<file path="src/rtl/alu_pkg.sv">
// Shared encodings for the ALU issue/collect controller and its decoder.
package alu_pkg;

   // ALU operation codes as seen on the alu_op port
   typedef enum logic [3:0] {
      ALU_AND = 4'b0000,
      ALU_OR  = 4'b0001,
      ALU_ADD = 4'b0010,
      ALU_SUB = 4'b0110,
      ALU_NOR = 4'b1100,
      ALU_SLL = 4'b1000
   } alu_op_e;

   // ALU flag select: zero test or sign of result
   typedef enum logic [2:0] {
      FLAG_ZERO = 3'b000,
      FLAG_SIGN = 3'b100
   } flag_sel_e;

   // RV64 major opcodes handled by this controller
   typedef enum logic [6:0] {
      OPC_R      = 7'b0110011,
      OPC_I      = 7'b0010011,
      OPC_LOAD   = 7'b0000011,
      OPC_STORE  = 7'b0100011,
      OPC_BRANCH = 7'b1100011
   } opcode_e;

   // funct3 values for the supported arithmetic/logic group
   typedef enum logic [2:0] {
      F3_ADD_SUB = 3'b000,
      F3_SLL     = 3'b001,
      F3_OR      = 3'b110,
      F3_AND     = 3'b111
   } arith_f3_e;

   // funct3 values for the supported branches
   typedef enum logic [2:0] {
      F3_BEQ = 3'b000,
      F3_BLT = 3'b100
   } branch_f3_e;

   typedef struct packed {
      alu_op_e op;
      logic    is_shift;
      logic    legal;
   } arith_dec_t;

   // Map an R/I funct3 to an ALU op; sub selects SUB for funct3 000
   function automatic arith_dec_t decode_arith(input logic [2:0] f3, input logic sub);
      arith_dec_t d;
      d = '{op: ALU_AND, is_shift: 1'b0, legal: 1'b1};
      case (f3)
         F3_ADD_SUB: d.op = sub ? ALU_SUB : ALU_ADD;
         F3_AND:     d.op = ALU_AND;
         F3_OR:      d.op = ALU_OR;
         F3_SLL: begin
            d.op       = ALU_SLL;
            d.is_shift = 1'b1;
         end
         default:    d.legal = 1'b0;
      endcase
      return d;
   endfunction

endpackage

</file>
<file path="src/rtl/alu_ctrl_decode.sv">
// Combinational decode of RV64 instruction fields into ALU controls and operands.
module alu_ctrl_decode
   import alu_pkg::*;
#(
   parameter int WIDTH = 64
) (
   input  logic [6:0]       opcode,
   input  logic [2:0]       funct3,
   input  logic             funct7_5,
   input  logic [WIDTH-1:0] rs1_data,
   input  logic [WIDTH-1:0] rs2_data,
   input  logic [WIDTH-1:0] imm,
   output logic [3:0]       alu_op,
   output logic [2:0]       alu_funct3,
   output logic [WIDTH-1:0] a,
   output logic [WIDTH-1:0] b,
   output logic             is_branch,
   output logic             illegal
);

   arith_dec_t r_dec;
   arith_dec_t i_dec;
   logic [WIDTH-1:0] rs2_shamt;
   logic [WIDTH-1:0] imm_shamt;

   // Per-format arithmetic decode and zero-extended shift amounts
   always_comb begin
      r_dec     = decode_arith(funct3, funct7_5);
      i_dec     = decode_arith(funct3, 1'b0);
      rs2_shamt = {{(WIDTH-6){1'b0}}, rs2_data[5:0]};
      imm_shamt = {{(WIDTH-6){1'b0}}, imm[5:0]};
   end

   // Select op, flag select and second operand from the opcode class
   always_comb begin
      alu_op     = ALU_AND;
      alu_funct3 = FLAG_ZERO;
      a          = rs1_data;
      b          = '0;
      is_branch  = 1'b0;
      illegal    = 1'b0;
      case (opcode)
         OPC_R: begin
            if (r_dec.legal) begin
               alu_op = r_dec.op;
               b      = r_dec.is_shift ? rs2_shamt : rs2_data;
            end else begin
               illegal = 1'b1;
            end
         end
         OPC_I: begin
            if (i_dec.legal) begin
               alu_op = i_dec.op;
               b      = i_dec.is_shift ? imm_shamt : imm;
            end else begin
               illegal = 1'b1;
            end
         end
         OPC_LOAD, OPC_STORE: begin
            alu_op = ALU_ADD;
            b      = imm;
         end
         OPC_BRANCH: begin
            if (funct3 == F3_BEQ || funct3 == F3_BLT) begin
               alu_op     = ALU_SUB;
               alu_funct3 = funct3;
               b          = rs2_data;
               is_branch  = 1'b1;
            end else begin
               illegal = 1'b1;
            end
         end
         default: illegal = 1'b1;
      endcase
   end

endmodule

</file>
<file path="src/rtl/alu_issue_ctrl.sv">
// Two-stage issue/collect controller in front of a combinational 64-bit ALU.
module alu_issue_ctrl
   import alu_pkg::*;
#(
   parameter int WIDTH = 64
) (
   input  logic             clk,
   input  logic             reset,
   input  logic             in_valid,
   output logic             in_ready,
   input  logic [6:0]       opcode,
   input  logic [2:0]       funct3,
   input  logic             funct7_5,
   input  logic [WIDTH-1:0] rs1_data,
   input  logic [WIDTH-1:0] rs2_data,
   input  logic [WIDTH-1:0] imm,
   output logic [WIDTH-1:0] alu_a,
   output logic [WIDTH-1:0] alu_b,
   output logic [3:0]       alu_op,
   output logic [2:0]       alu_funct3,
   input  logic [WIDTH-1:0] alu_result,
   input  logic             alu_zero,
   output logic             out_valid,
   input  logic             out_ready,
   output logic [WIDTH-1:0] out_result,
   output logic             out_is_branch,
   output logic             out_taken,
   output logic             out_illegal
);

   logic [3:0]       dec_op;
   logic [2:0]       dec_f3;
   logic [WIDTH-1:0] dec_a;
   logic [WIDTH-1:0] dec_b;
   logic             dec_br;
   logic             dec_ill;

   logic             w_adv, e_adv, accept, w_load;

   logic             e_valid_q, e_valid_d;
   logic [3:0]       e_op_q, e_op_d;
   logic [2:0]       e_f3_q, e_f3_d;
   logic [WIDTH-1:0] e_a_q, e_a_d;
   logic [WIDTH-1:0] e_b_q, e_b_d;
   logic             e_br_q, e_br_d;
   logic             e_ill_q, e_ill_d;

   logic             w_valid_q, w_valid_d;
   logic [WIDTH-1:0] w_result_q, w_result_d;
   logic             w_br_q, w_br_d;
   logic             w_taken_q, w_taken_d;
   logic             w_ill_q, w_ill_d;

   alu_ctrl_decode #(.WIDTH(WIDTH)) u_decode (
      .opcode     (opcode),
      .funct3     (funct3),
      .funct7_5   (funct7_5),
      .rs1_data   (rs1_data),
      .rs2_data   (rs2_data),
      .imm        (imm),
      .alu_op     (dec_op),
      .alu_funct3 (dec_f3),
      .a          (dec_a),
      .b          (dec_b),
      .is_branch  (dec_br),
      .illegal    (dec_ill)
   );

   // Stage advance: each stage moves when empty or when the stage after it moves
   always_comb begin
      w_adv  = !w_valid_q | out_ready;
      e_adv  = !e_valid_q | w_adv;
      accept = in_valid & e_adv;
      w_load = e_valid_q & w_adv;
   end

   // Next-state for E (loaded on accept) and W (loaded when E drains)
   always_comb begin
      e_valid_d  = e_adv ? in_valid : e_valid_q;
      e_op_d     = accept ? dec_op  : e_op_q;
      e_f3_d     = accept ? dec_f3  : e_f3_q;
      e_a_d      = accept ? dec_a   : e_a_q;
      e_b_d      = accept ? dec_b   : e_b_q;
      e_br_d     = accept ? dec_br  : e_br_q;
      e_ill_d    = accept ? dec_ill : e_ill_q;

      w_valid_d  = w_adv ? e_valid_q : w_valid_q;
      w_result_d = w_result_q;
      w_br_d     = w_br_q;
      w_taken_d  = w_taken_q;
      w_ill_d    = w_ill_q;
      if (w_load) begin
         w_result_d = e_ill_q ? '0 : alu_result;
         w_br_d     = e_br_q;
         w_taken_d  = e_br_q & alu_zero;
         w_ill_d    = e_ill_q;
      end
   end

   // Pipeline registers; reset empties both stages and clears all data
   always_ff @(posedge clk or negedge reset) begin
      if (!reset) begin
         e_valid_q  <= 1'b0;
         e_op_q     <= '0;
         e_f3_q     <= '0;
         e_a_q      <= '0;
         e_b_q      <= '0;
         e_br_q     <= 1'b0;
         e_ill_q    <= 1'b0;
         w_valid_q  <= 1'b0;
         w_result_q <= '0;
         w_br_q     <= 1'b0;
         w_taken_q  <= 1'b0;
         w_ill_q    <= 1'b0;
      end else begin
         e_valid_q  <= e_valid_d;
         e_op_q     <= e_op_d;
         e_f3_q     <= e_f3_d;
         e_a_q      <= e_a_d;
         e_b_q      <= e_b_d;
         e_br_q     <= e_br_d;
         e_ill_q    <= e_ill_d;
         w_valid_q  <= w_valid_d;
         w_result_q <= w_result_d;
         w_br_q     <= w_br_d;
         w_taken_q  <= w_taken_d;
         w_ill_q    <= w_ill_d;
      end
   end

   // Outputs come straight from the stage registers
   always_comb begin
      in_ready      = e_adv;
      alu_op        = e_op_q;
      alu_funct3    = e_f3_q;
      alu_a         = e_a_q;
      alu_b         = e_b_q;
      out_valid     = w_valid_q;
      out_result    = w_result_q;
      out_is_branch = w_br_q;
      out_taken     = w_taken_q;
      out_illegal   = w_ill_q;
   end

endmodule

</file>
<file path="config.mk">
export PLATFORM = sky130hd
export DESIGN_NAME = alu_issue_ctrl
export DESIGN_NICKNAME = d
export VERILOG_FILES = /design/src/rtl/alu_pkg.sv /design/src/rtl/alu_ctrl_decode.sv /design/src/rtl/alu_issue_ctrl.sv
export SDC_FILE = /design/constraint.sdc
export NUM_CORES = 1
export LEC_CHECK = 0
export ABC_CLOCK_PERIOD_IN_PS = 3130
export CAP_MARGIN = 30
export CORE_AREA = 5 5 181 183
export CTS_BUF_LIST = sky130_fd_sc_hd__clkbuf_4 sky130_fd_sc_hd__clkbuf_8
export DETAILED_ROUTE_END_ITERATION = 16
export DIE_AREA = 0 0 186 188
export PLACE_DENSITY = 0.66
export SKIP_CTS_REPAIR_TIMING = 1
export SLEW_MARGIN = 20
export SYNTH_ARGS = -nofsm -noshare
export SYNTH_HDL_FRONTEND = slang
export SYNTH_SLANG_ARGS = --single-unit
</file>
<file path="constraint.sdc">
create_clock -name clk -period 3.13 [get_ports clk]
set_clock_uncertainty 0.05 [all_clocks]
set_input_delay 0.313 -clock clk [delete_from_list [all_inputs] [get_ports clk]]
set_output_delay 0.313 -clock clk [all_outputs]
set_load 0.05 [all_outputs]
</file>
==> results of run 1 <==
-- final timing paths --
path / to / slack, ns / startpoint
setup / recovery: in_ready / 0.50 / e_valid_q$_DFFE_PN0N_
hold / removal: alu_op[1]$_DFFE_PN0P_ / 0.19 / opcode[6]
setup reg to reg: alu_b[35]$_DFFE_PN0P_ / 1.21 / e_valid_q$_DFFE_PN0N_
hold reg to reg: alu_a[19]$_DFFE_PN0P_ / 0.42 / alu_a[19]$_DFFE_PN0P_
max in group asynchronous: out_result[4]$_DFFE_PN0P_ / 1.72 / reset
min in group asynchronous: alu_a[6]$_DFFE_PN0P_ / 0.34 / reset
-- power breakdown --
| part | switching [mW] | internal [mW] |
|---|---|---|
| sequential | 0.0766 | 2.81 |
| combinational | 1.04 | 0.719 |
| clock | 1.14 | 1.78 |
| total | 2.25 | 5.30 |
-- cells by family (layout without fill, tap and decap cells) --
logic type      count (synthesis)  after routing  share of synthesized area (%)
other cells                     0              4                              0
flops                         206            206                           52.2
xor+xnor                        1              1                         0.0887
compound gates                263            263                           17.1
buf+inv                        96            578                           4.55
mux                            60             60                           6.11
simple gates                  426            426                           20.0
-- cell usage in the layout (no fill, tap or decap), types with 2 or more instances in the layout --
| master | n |
|---|---|
| nor4_1 | 2 |
| nand2_1 | 276 |
| clkbuf_8 | 50 |
| clkbuf_4 | 16 |
| nor2_1 | 7 |
| bufinv_16 | 2 |
| mux2_2 | 2 |
| nor2b_1 | 60 |
| o21ai_0 | 66 |
| a22o_1 | 59 |
| inv_1 | 9 |
| a21oi_1 | 59 |
| nand2b_1 | 67 |
| o22ai_1 | 61 |
| diode_2 | 4 |
| nand2_4 | 2 |
| buf_4 | 18 |
| and2_1 | 2 |
| dfrtp_1 | 206 |
| a31oi_1 | 4 |
| o21a_1 | 2 |
| mux2i_1 | 58 |
| clkdlybuf4s50_1 | 472 |
| o21ai_1 | 2 |
| o221ai_1 | 3 |
| buf_12 | 8 |
-- sequential cells by signal, indices dropped and copies added, names as in the netlist --
name	cells
alu_funct3	3
out_result	64
out_taken	1
e_br_q	1
out_valid	1
e_ill_q	1
alu_op	4
alu_b	64
out_is_branch	1
e_valid_q	1
out_illegal	1
alu_a	64
-- worst max-delay path: stages, from the launching register on --
cell	delay, ns
dfrtp_1	0.42
and3b_1	0.29
inv_1	0.17
clkdlybuf4s50_1	0.87
-- cell type report --
type                       instances  area share (%)
timing repair buffer             501            31.7
tap                              402            3.16
clock inverter                     2           0.377
sequential                       206            32.4
antenna                            4          0.0629
inverter                           9           0.212
clock buffer                      66            5.08
multi-input combinational        750            27.0
-- metal layers --
metal,vias to the layer above,track usage [%]
met3,74,7.97
met5,-,0
li1,4499,-
met2,395,33.4
met1,4425,25.7
met4,6,6.78
==> Flow_metrics.wiki, run 1 <==
{| class="wikitable"
! Metric !! Value
|-
| Setup TNS || 0 ns
|-
| Highest routing layer actually used || met5
|-
| Routed WL per cell || between 15 and 20 um
|-
| Num Clock Sinks || 206
|-
| Worst slack at placement || 0.599 ns
|-
| Drt drc || 0
|-
| Least-Margin Pin Slew || approximately 0.70 ns
|-
| Post-detail-place hpwl || approximately 28 mm
|-
| Max clock buf depth || 3
|-
| Total power per unit cell area || 475 nW/um2
|-
| First-iteration detailed-routing DRC count || 378
|-
| WP data required || 2.77 ns
|-
| Non-filler instance count after layout || 1940
|-
| Max-slew violation count || 0
|-
| Clock Latency Late Sink || 0.52 ns
|-
| Cell taking the most area after synthesis || dfrtp_1
|-
| Count of placed standard cells including taps || approximately 1900
|-
| Worst setup margin || 0.505 ns
|-
| Critical path start-end classification || flop to primary output
|-
| Initial standard-cell utilization of the core || 31.8%
|-
| Startpoint Class || flop
|-
| Depth of the worst hold-timing path || 4
|-
| Number of synthesized flops with an enable pin || 0
|-
| R2R cell count || 4
|-
| Min Tclk post-route || 2.63 ns
|-
| Worst relative slew slack || 52.8%
|-
| Main area contributors after synthesis || dfrtp_1 52%, nand2_1 11%, mux2i_1 5.9%
|-
| Post-Synthesis Cell Area || slightly below 10000 um2
|-
| Worst IR drop on VDD || 0.232 mV
|-
| Flip-flop and latch area || 5150 um2
|-
| Non-Filler Cell Area, Final || 15900 um2
|-
| Sequential area share after synthesis || 52.2%
|-
| Placed Area || 15000 um2
|-
| Total core area || 31100 um2
|-
| Area share of the leading cell type in the synthesized netlist || about 52%
|-
| Wire length the detailed router placed on met1 || approximately 15 mm
|-
| Unrepaired setup endpoints after global routing || no
|-
| Met2 wirelength from detailed routing || approximately 18 mm
|-
| Cell row count || 65
|-
| Commonest cells post-synth || 278 x nand2_1, 206 x dfrtp_1, 67 x nand2b_1
|-
| Share of synthesized flip-flops with an asynchronous set or reset || 100%
|-
| Total wire length || 37.8 mm
|-
| Number of detailed-route iterations in the first pass || 5
|-
| Achievable Freq || 0.381 GHz
|-
| Post-layout util || 51.2%
|-
| Via count of the first global-routing pass || 9633
|-
| Nature of the critical path endpoint || primary output
|-
| Top FF cell, synth || dfrtp_1
|-
| Leakage power || a little under 7 nW
|-
| Min Hold Slack || 0.188 ns
|-
| Total via count after detailed routing || between 9000 and 10000
|-
| Period Utilization, post-route || 83.9%
|-
| Global-route wire length before repair || 57.6 mm
|-
| Antenna violations before repair || 7
|-
| Most frequent cell after synthesis || nand2_1
|-
| Net count of the finished layout || 1778
|-
| Sum of internal, switching and leakage power || approximately 7.6 mW
|-
| Net count of the mapped netlist || about 1300
|-
| Area used by multi-input combinational logic || approximately 4300 um2
|-
| Fill count || between 2000 and 3000
|-
| Flop and latch count out of synthesis || 206
|-
| Final Hold Fails || 0
|-
| Worst min path class || input port to flop
|-
| Ratio of cells with drive above 1 in the final layout || 7.11%
|-
| Count of different cell masters after synthesis || 40
|-
| Largest fanout on the critical path || 3
|-
| Cts bufs inserted || 38
|-
| Setup violations, final || 0
|-
| Maximum number of pins on one net before global-route repair || 85
|-
| Via/cell ratio || slightly below 5
|-
| Synthesized area divided by synthesized cell count || 9.39 um2
|-
| Endpoint arrival time on the critical path || roughly 2.3 ns
|-
| Status || finished clean
|-
| Die area || 35000 um2
|-
| Maximum level of the CTS H-tree || 2
|-
| I/O Pins || ~480
|-
| YS warnings || 0
|-
| Synthesized instance count || 1052
|-
| Count of input and output buffers || 475
|-
| Max-cap violations || 0
|-
| Layout overhead on the synthesized area || 61.2%
|-
| GRT Overall Usage || 20.8%
|-
| Overall overflow remaining after global route || 0
|-
| CTS clk-pin slew, worst paths || 0.06 ns
|-
| TritonCTS clock tree || built
|-
| Clock root cell || clkbuf_8
|-
| Vertical extent of the die || 188 um
|-
| Die width || 186 um
|-
| Antenna violation net count after detailed routing || 0
|-
| Met3 routed wirelength || ~3.8 mm
|-
| Routability congestion estimate || 0.828
|}
Power figures use the tool's default switching activity.
==> run 2: changes to the inputs <==
--- a/config.mk
+++ b/config.mk
@@ -5,13 +5,13 @@
 export SDC_FILE = /design/constraint.sdc
 export NUM_CORES = 1
 export LEC_CHECK = 0
-export ABC_CLOCK_PERIOD_IN_PS = 3130
+export ABC_CLOCK_PERIOD_IN_PS = 2400
 export CAP_MARGIN = 30
-export CORE_AREA = 5 5 181 183
+export CORE_AREA = 5 5 183 185
 export CTS_BUF_LIST = sky130_fd_sc_hd__clkbuf_4 sky130_fd_sc_hd__clkbuf_8
 export DETAILED_ROUTE_END_ITERATION = 16
-export DIE_AREA = 0 0 186 188
-export PLACE_DENSITY = 0.66
+export DIE_AREA = 0 0 188 190
+export PLACE_DENSITY = 0.67
 export SKIP_CTS_REPAIR_TIMING = 1
 export SLEW_MARGIN = 20
 export SYNTH_ARGS = -nofsm -noshare
==> constraint.sdc (replaced) <==
create_clock -name clk -period 2.4 [get_ports clk]
set_clock_uncertainty 0.05 [all_clocks]
set_input_delay 0.24 -clock clk [delete_from_list [all_inputs] [get_ports clk]]
set_output_delay 0.24 -clock clk [all_outputs]
set_load 0.05 [all_outputs]
==> run 2 against run 1 <==
  * Flip-flop and latch count unchanged
  * First-iteration DRC count decreased by 1.1%
  * Sequential share of layout area increased by 0.054 points
  * Worst setup slack got worse by 0.19 ns
  * Die area rose by 2.2%
  * Non-clock buffer count grew 8
  * Final area decreased by 0.17%
  * Clock power increased by 14%
  * Sequential power rose by 31%
  * Final cell count unchanged
  * Critical path type unchanged
==> Flow_metrics.wiki, run 2 (synthesis results as in run 1) <==
{| class="wikitable"
! Metric !! Value
|-
| Unrepaired setup endpoints after global routing || no (unchanged)
|-
| Post-detail-place hpwl || 27.1 mm (was 27.6 mm)
|-
| Least-Margin Pin Slew || 0.669 ns (was 0.700 ns)
|-
| Routed WL per cell || 19.1 um (was 19.5 um)
|-
| Period Utilization, post-route || roughly 87%
|-
| Total core area || 31900 um2 (was 31100 um2)
|-
| Nature of the critical path endpoint || primary output (unchanged)
|-
| Critical-path top delay cell || clkdlybuf4s50_1 (unchanged)
|-
| TritonCTS clock tree || built (unchanged)
|-
| Commonest cells after routing, fill and taps aside || 471 x clkdlybuf4s50_1, 276 x nand2_1, 206 x dfrtp_1 (was 472 x clkdlybuf4s50_1, 276 x nand2_1, 206 x dfrtp_1)
|-
| Maximum number of pins on one net before global-route repair || 79 (was 85)
|-
| Number of detailed-route iterations in the first pass || 4 (was 5)
|-
| Routability congestion estimate || 0.780 (was 0.828)
|-
| Startpoint Class || flop (unchanged)
|-
| Maximum level of the CTS H-tree || 2 (unchanged)
|-
| Total wire length || 37.0 mm (was 37.8 mm)
|-
| Global-route wire length before repair || 56.8 mm (was 57.6 mm)
|-
| Worst min path class || input port to flop (unchanged)
|-
| Setup violations, final || 0 (unchanged)
|-
| Drt drc || 0 (unchanged)
|-
| Min Tclk post-route || 2.08 ns
|-
| Most common cell after layout, fill and taps aside || clkdlybuf4s50_1 (unchanged)
|-
| Setup TNS || 0 ns (unchanged)
|-
| Initial standard-cell utilization of the core || 31.0% (was 31.8%)
|-
| Num Clock Sinks || 206 (unchanged)
|-
| WP data required || 2.11 ns (was 2.77 ns)
|-
| Max-cap violations || 0 (unchanged)
|-
| Total power per unit cell area || 592 nW/um2 (was 475 nW/um2)
|-
| Critical path start-end classification || flop to primary output (unchanged)
|-
| Worst IR drop on VDD || 0.293 mV (was 0.232 mV)
|-
| Overall overflow remaining after global route || 0 (unchanged)
|-
| Count of input and output buffers || 475 (unchanged)
|-
| Count of placed standard cells including taps || 1881 (was 1867)
|-
| Clock Latency Late Sink || 0.52 ns (about the same)
|-
| Die area || 35700 um2 (was 35000 um2)
|-
| Min Hold Slack || 0.185 ns (was 0.188 ns)
|-
| Cells along the critical path || clkdlybuf4s50_1 (was and3b_1 -> inv_1 -> clkdlybuf4s50_1)
|-
| Clock root cell || clkbuf_8 (unchanged)
|-
| Non-Filler Cell Area, Final || 15900 um2 (about the same)
|-
| Max clock buf depth || 3 (unchanged)
|-
| Total via count after detailed routing || 9343 (was 9399)
|-
| I/O Pins || 476 (unchanged)
|-
| Maximum cell stage delay along the critical path || 0.86 ns (was 0.87 ns)
|-
| GRT Overall Usage || 19.9% (was 20.8%)
|-
| Worst relative slew slack || 55.4% (was 52.8%)
|-
| CTS clk-pin slew, worst paths || 0.07 ns (was 0.06 ns)
|-
| Via count of the first global-routing pass || 9683 (was 9633)
|-
| First-iteration detailed-routing DRC count || 374 (was 378)
|-
| Max-slew violation count || 0 (unchanged)
|-
| Net count of the finished layout || 1785 (was 1778)
|-
| Status || finished clean (unchanged)
|-
| Antenna violation net count after detailed routing || 0 (unchanged)
|-
| Antenna violations before repair || 4 (was 7)
|-
| Kind of cell adding the most delay to the critical path || buffers and inverters (unchanged)
|-
| Cts bufs inserted || 37 (was 38)
|-
| Non-filler instance count after layout || 1940 (unchanged)
|-
| Buffering stage count on the worst path with inverters included || 1 (was 2)
|-
| Die width || 188 um (was 186 um)
|-
| Leakage power || 6.89 nW (was 6.90 nW)
|-
| Ratio of cells with drive above 1 in the final layout || 6.93% (was 7.11%)
|-
| Layout overhead on the synthesized area || 60.9% (was 61.2%)
|-
| Via/cell ratio || 4.82 (was 4.84)
|-
| Achievable Freq || 0.480 GHz
|-
| Vertical extent of the die || 190 um (was 188 um)
|-
| Final Hold Fails || 0 (unchanged)
|-
| Endpoint arrival time on the critical path || 1.79 ns (was 2.26 ns)
|-
| Largest fanout on the critical path || 2 (was 3)
|-
| Cell row count || 66 (was 65)
|-
| Placed Area || 15200 um2 (was 15000 um2)
|}
==> run 2: metrics by stage <==
step	worst slack (ns)	power, mW	utilization, %
after floorplan	0.207	5.00	-
after global placement	0.109	6.13	47.5
after detailed placement	0.0805	6.16	47.5
after CTS	0.240	9.55	49.8
after global routing	0.225	9.85	49.8
final	0.319	9.41	49.8
==> run 2: worst paths after layout <==
kind	cells past startpoint	from	endpoint	slack (ns)
hold reg to reg	2	alu_a[58]$_DFFE_PN0P_	alu_a[58]$_DFFE_PN0P_	0.42
min in group asynchronous	2	reset	alu_b[46]$_DFFE_PN0P_	0.27
hold / removal	3	rs1_data[28]	alu_a[28]$_DFFE_PN0P_	0.19
setup reg to reg	5	e_valid_q$_DFFE_PN0N_	alu_b[7]$_DFFE_PN0P_	0.54
max in group asynchronous	3	reset	out_result[13]$_DFFE_PN0P_	1.28
setup / recovery	1	alu_b[11]$_DFFE_PN0P_	alu_b[11]	0.32
==> run 2: where the power goes <==
group | internal, mW | switching [mW] | total, mW | leakage, nW
sequential | 3.66 | 0.101 | 3.76 | 2.74
combinational | 0.954 | 1.37 | 2.32 | 3.76
clock | 1.90 | 1.43 | 3.33 | 0.382
==> run 2: cell type report <==
cell class	count	area [um2]
flip-flops and latches	206	5150
clock inverters	3	40.0
multi-input cells	750	4300
inverters	9	33.8
well taps	408	510
diodes	2	5.00
repair buffers	509	5170
clock buffers	53	679
fillers	2993	16000
==> run 2: layer usage <==
metal  part of all wire (%)  vias up  track usage [%]
li1                       -     4499                -
met1                     40     4393             24.1
met2                     48      384             33.2
met3                    9.1       61             7.76
met4                    2.1        6             5.00
met5                   0.11        -                0
==> run 3: changes to the inputs <==
--- a/config.mk
+++ b/config.mk
@@ -7,11 +7,14 @@
 export LEC_CHECK = 0
 export ABC_CLOCK_PERIOD_IN_PS = 2400
 export CAP_MARGIN = 30
-export CORE_AREA = 5 5 183 185
+export CELL_PAD_IN_SITES_DETAIL_PLACEMENT = 1
+export CELL_PAD_IN_SITES_GLOBAL_PLACEMENT = 1
+export CORE_MARGIN = 5
+export CORE_UTILIZATION = 27
 export CTS_BUF_LIST = sky130_fd_sc_hd__clkbuf_4 sky130_fd_sc_hd__clkbuf_8
 export DETAILED_ROUTE_END_ITERATION = 16
-export DIE_AREA = 0 0 188 190
-export PLACE_DENSITY = 0.67
+export GPL_ROUTABILITY_DRIVEN = 0
+export PLACE_DENSITY_LB_ADDON = 0.1
 export SKIP_CTS_REPAIR_TIMING = 1
 export SLEW_MARGIN = 20
 export SYNTH_ARGS = -nofsm -noshare
==> run 3 against run 2 <==
  * Clock power up 8.1%
  * Wire length up 11%
  * Worst hold slack worse by 0.021 ns
  * Via count up 2.8%
  * Die area up 13%
  * Register-to-register slack worse by 0.07 ns
  * Highest routed layer unchanged
  * Flip-flop and latch count unchanged
  * Final cell count up 3.9%
  * Total power up 3.2%
  * Largest cell class unchanged
==> Flow_metrics.wiki, run 3 (synthesis results as in run 1) <==
{| class="wikitable"
! Metric !! Value
|-
| Placed Area || 15300 um2 (was 15200 um2)
|-
| Total power per unit cell area || 603 nW/um2 (was 592 nW/um2)
|-
| Clock root cell || clkbuf_8 (unchanged)
|-
| Vertical extent of the die || 201 um (was 190 um)
|-
| Max-slew violation count || 0 (unchanged)
|-
| Startpoint Class || flop (unchanged)
|-
| Period Utilization, post-route || 87.0% (was 86.7%)
|-
| Nature of the critical path endpoint || primary output (unchanged)
|-
| Drt drc || 0 (unchanged)
|-
| Die area || 40500 um2 (was 35700 um2)
|-
| WP data required || 2.11 ns (about the same)
|-
| Total via count after detailed routing || 9602 (was 9343)
|-
| Proportion of total power due to net switching || 31.2% (was 30.8%)
|-
| Antenna violation net count after detailed routing || 0 (unchanged)
|-
| Max clock buf depth || 3 (unchanged)
|-
| R2R cell count || 5 (unchanged)
|-
| Count of input and output buffers || 475 (unchanged)
|-
| Number of detailed-route iterations in the first pass || 4 (unchanged)
|-
| Status || finished clean (unchanged)
|-
| I/O Pins || 476 (unchanged)
|-
| Fill count || 4138 (was 2993)
|-
| TritonCTS clock tree || built (unchanged)
|-
| Critical-path top delay cell || clkdlybuf4s50_1 (unchanged)
|-
| Cells along the critical path || clkdlybuf4s50_1 (unchanged)
|-
| Internal power of the cells || 6.68 mW (was 6.52 mW)
|-
| Switching pwr || 3.03 mW (was 2.90 mW)
|-
| Unrepaired setup endpoints after global routing || no (unchanged)
|-
| Kind of cell adding the most delay to the critical path || buffers and inverters (unchanged)
|-
| Most common cell after layout, fill and taps aside || clkdlybuf4s50_1 (unchanged)
|-
| Achievable Freq || 0.479 GHz (was 0.480 GHz)
|-
| Largest fanout on the critical path || 2 (unchanged)
|-
| CP Capture Point || alu_funct3[1] (was alu_b[11])
|-
| Post-detail-place hpwl || 30.4 mm (was 27.1 mm)
|-
| Setup violations, final || 0 (unchanged)
|-
| Routed WL per cell || 20.5 um (was 19.1 um)
|-
| CTS clk-pin slew, worst paths || 0.06 ns (was 0.07 ns)
|-
| Sum of internal, switching and leakage power || 9.71 mW (was 9.41 mW)
|-
| Least-Margin Pin Slew || 0.646 ns (was 0.669 ns)
|-
| Min Hold Slack || 0.164 ns (was 0.185 ns)
|-
| Layout overhead on the synthesized area || 63.2% (was 60.9%)
|-
| Setup TNS || 0 ns (unchanged)
|-
| First-iteration detailed-routing DRC count || 309 (was 374)
|-
| Antenna violations before repair || 7 (was 4)
|-
| Post-layout util || 44.3% (was 49.8%)
|-
| Max-cap violations || 0 (unchanged)
|-
| Worst relative slew slack || 56.8% (was 55.4%)
|-
| Buffering stage count on the worst path with inverters included || 1 (unchanged)
|-
| Maximum cell stage delay along the critical path || 0.91 ns (was 0.86 ns)
|-
| Via count of the first global-routing pass || 10394 (was 9683)
|-
| Launch point of the worst hold path || rs1_data[20] (was rs1_data[28])
|-
| Non-Filler Cell Area, Final || 16100 um2 (was 15900 um2)
|-
| Leakage power || 6.95 nW (was 6.89 nW)
|-
| Clock Latency Late Sink || 0.53 ns (was 0.52 ns)
|-
| RR Startpoint || e_valid_q$_DFFE_PN0N_ (unchanged)
|-
| Crit path depth || 1 (unchanged)
|-
| Via/cell ratio || 4.77 (was 4.82)
|-
| Critical Path Source || alu_funct3[1]$_DFFE_PN0P_ (was alu_b[11]$_DFFE_PN0P_)
|-
| Total core area || 36300 um2 (was 31900 um2)
|-
| Worst IR drop on VDD || 0.307 mV (was 0.293 mV)
|-
| Global-route wire length before repair || 63.4 mm (was 56.8 mm)
|-
| Part of the total power dissipated in sequential elements || 38.8% (was 40.0%)
|-
| Min Tclk post-route || 2.09 ns (was 2.08 ns)
|-
| Initial standard-cell utilization of the core || 27.2% (was 31.0%)
|-
| Cts bufs inserted || 41 (was 37)
|-
| Commonest cells after routing, fill and taps aside || 471 x clkdlybuf4s50_1, 276 x nand2_1, 206 x dfrtp_1 (unchanged)
|-
| Combinational share of power || 24.2% (was 24.6%)
|-
| Maximum number of pins on one net before global-route repair || 74 (was 79)
|-
| Die width || 201 um (was 188 um)
|-
| Endpoint arrival time on the critical path || 1.80 ns (was 1.79 ns)
|-
| Num Clock Sinks || 206 (unchanged)
|-
| Maximum level of the CTS H-tree || 2 (unchanged)
|-
| Clk pwr share || 37.1% (was 35.4%)
|-
| Worst min path class || input port to flop (unchanged)
|-
| Overall overflow remaining after global route || 0 (unchanged)
|-
| Crit Reg-Reg Endpoint || alu_op[0]$_DFFE_PN0P_ (was alu_b[7]$_DFFE_PN0P_)
|-
| Slack of the worst reg-to-reg path || 0.47 ns (was 0.54 ns)
|-
| Net count of the finished layout || 1788 (was 1785)
|-
| GRT Overall Usage || 19.7% (was 19.9%)
|-
| Critical path start-end classification || flop to primary output (unchanged)
|-
| Ratio of cells with drive above 1 in the final layout || 7.59% (was 6.93%)
|-
| Cell row count || 70 (was 66)
|-
| Total wire length || 41.3 mm (was 37.0 mm)
|-
| Final Hold Fails || 0 (unchanged)
|}
==> run 3: changes by cell type in the layout (fill, tap and decap cells not counted) <==
cell	before	now
clkinvlp_4	0	1
clkbuf_4	8	16
diode_2	2	6
buf_4	22	16
inv_6	0	1
buf_12	13	18
clkbuf_8	45	48
bufinv_16	1	0
==> run 3: final cells by class <==
type,count,area [um2],area share [%]
clock inverter,4,26.3,0.163
sequential,206,5150,32.0
tap,468,586,3.63
clock buffer,64,781,4.84
multi-input combinational,750,4300,26.7
timing repair buffer,508,5230,32.4
inverter,9,33.8,0.210
antenna,6,15.0,0.0932
==> run 3: how the worst min path moves through the flow <==
stage                                  to  slack [ns]  cells past startpoint
floorplan            alu_a[0]$_DFFE_PN0P_       -0.11                      0
global placement    alu_a[37]$_DFFE_PN0P_        0.17                      1
finish              alu_a[20]$_DFFE_PN0P_        0.16                      3
global route        alu_a[26]$_DFFE_PN0P_        0.14                      3
CTS                 alu_a[58]$_DFFE_PN0P_       -0.44                      1
detailed placement  alu_a[37]$_DFFE_PN0P_        0.18                      1
==> run 3: layer usage <==
metal  part of all wire (%)  up-vias  GRT usage, %
li1                       -     4516             -
met1                     40     4681          22.9
met5                  0.048        -             0
met2                     48      332          33.0
met3                    9.5       71          8.36
met4                    2.7        2          6.64
==> run 3: power by group through the flow <==
stage | Combinational (mW) | Clock, mW | Sequential [mW]
floorplan | 0.519 | 0 | 4.48
global placement | 2.35 | 0 | 3.82
detailed placement | 2.38 | 0 | 3.83
CTS | 2.38 | 3.76 | 3.77
global route | 2.50 | 3.95 | 3.79
finish | 2.35 | 3.60 | 3.77
==> run 3: stage by stage <==
| stage | worst slack (ns) | cells |
|---|---|---|
| final | 0.313 | 2015 |
| after CTS | 0.254 | 2008 |
| after detailed placement | 0.163 | 1940 |
| after floorplan | 0.207 | 1052 |
| after global routing | 0.229 | 2015 |
| after global placement | 0.196 | 1940 |
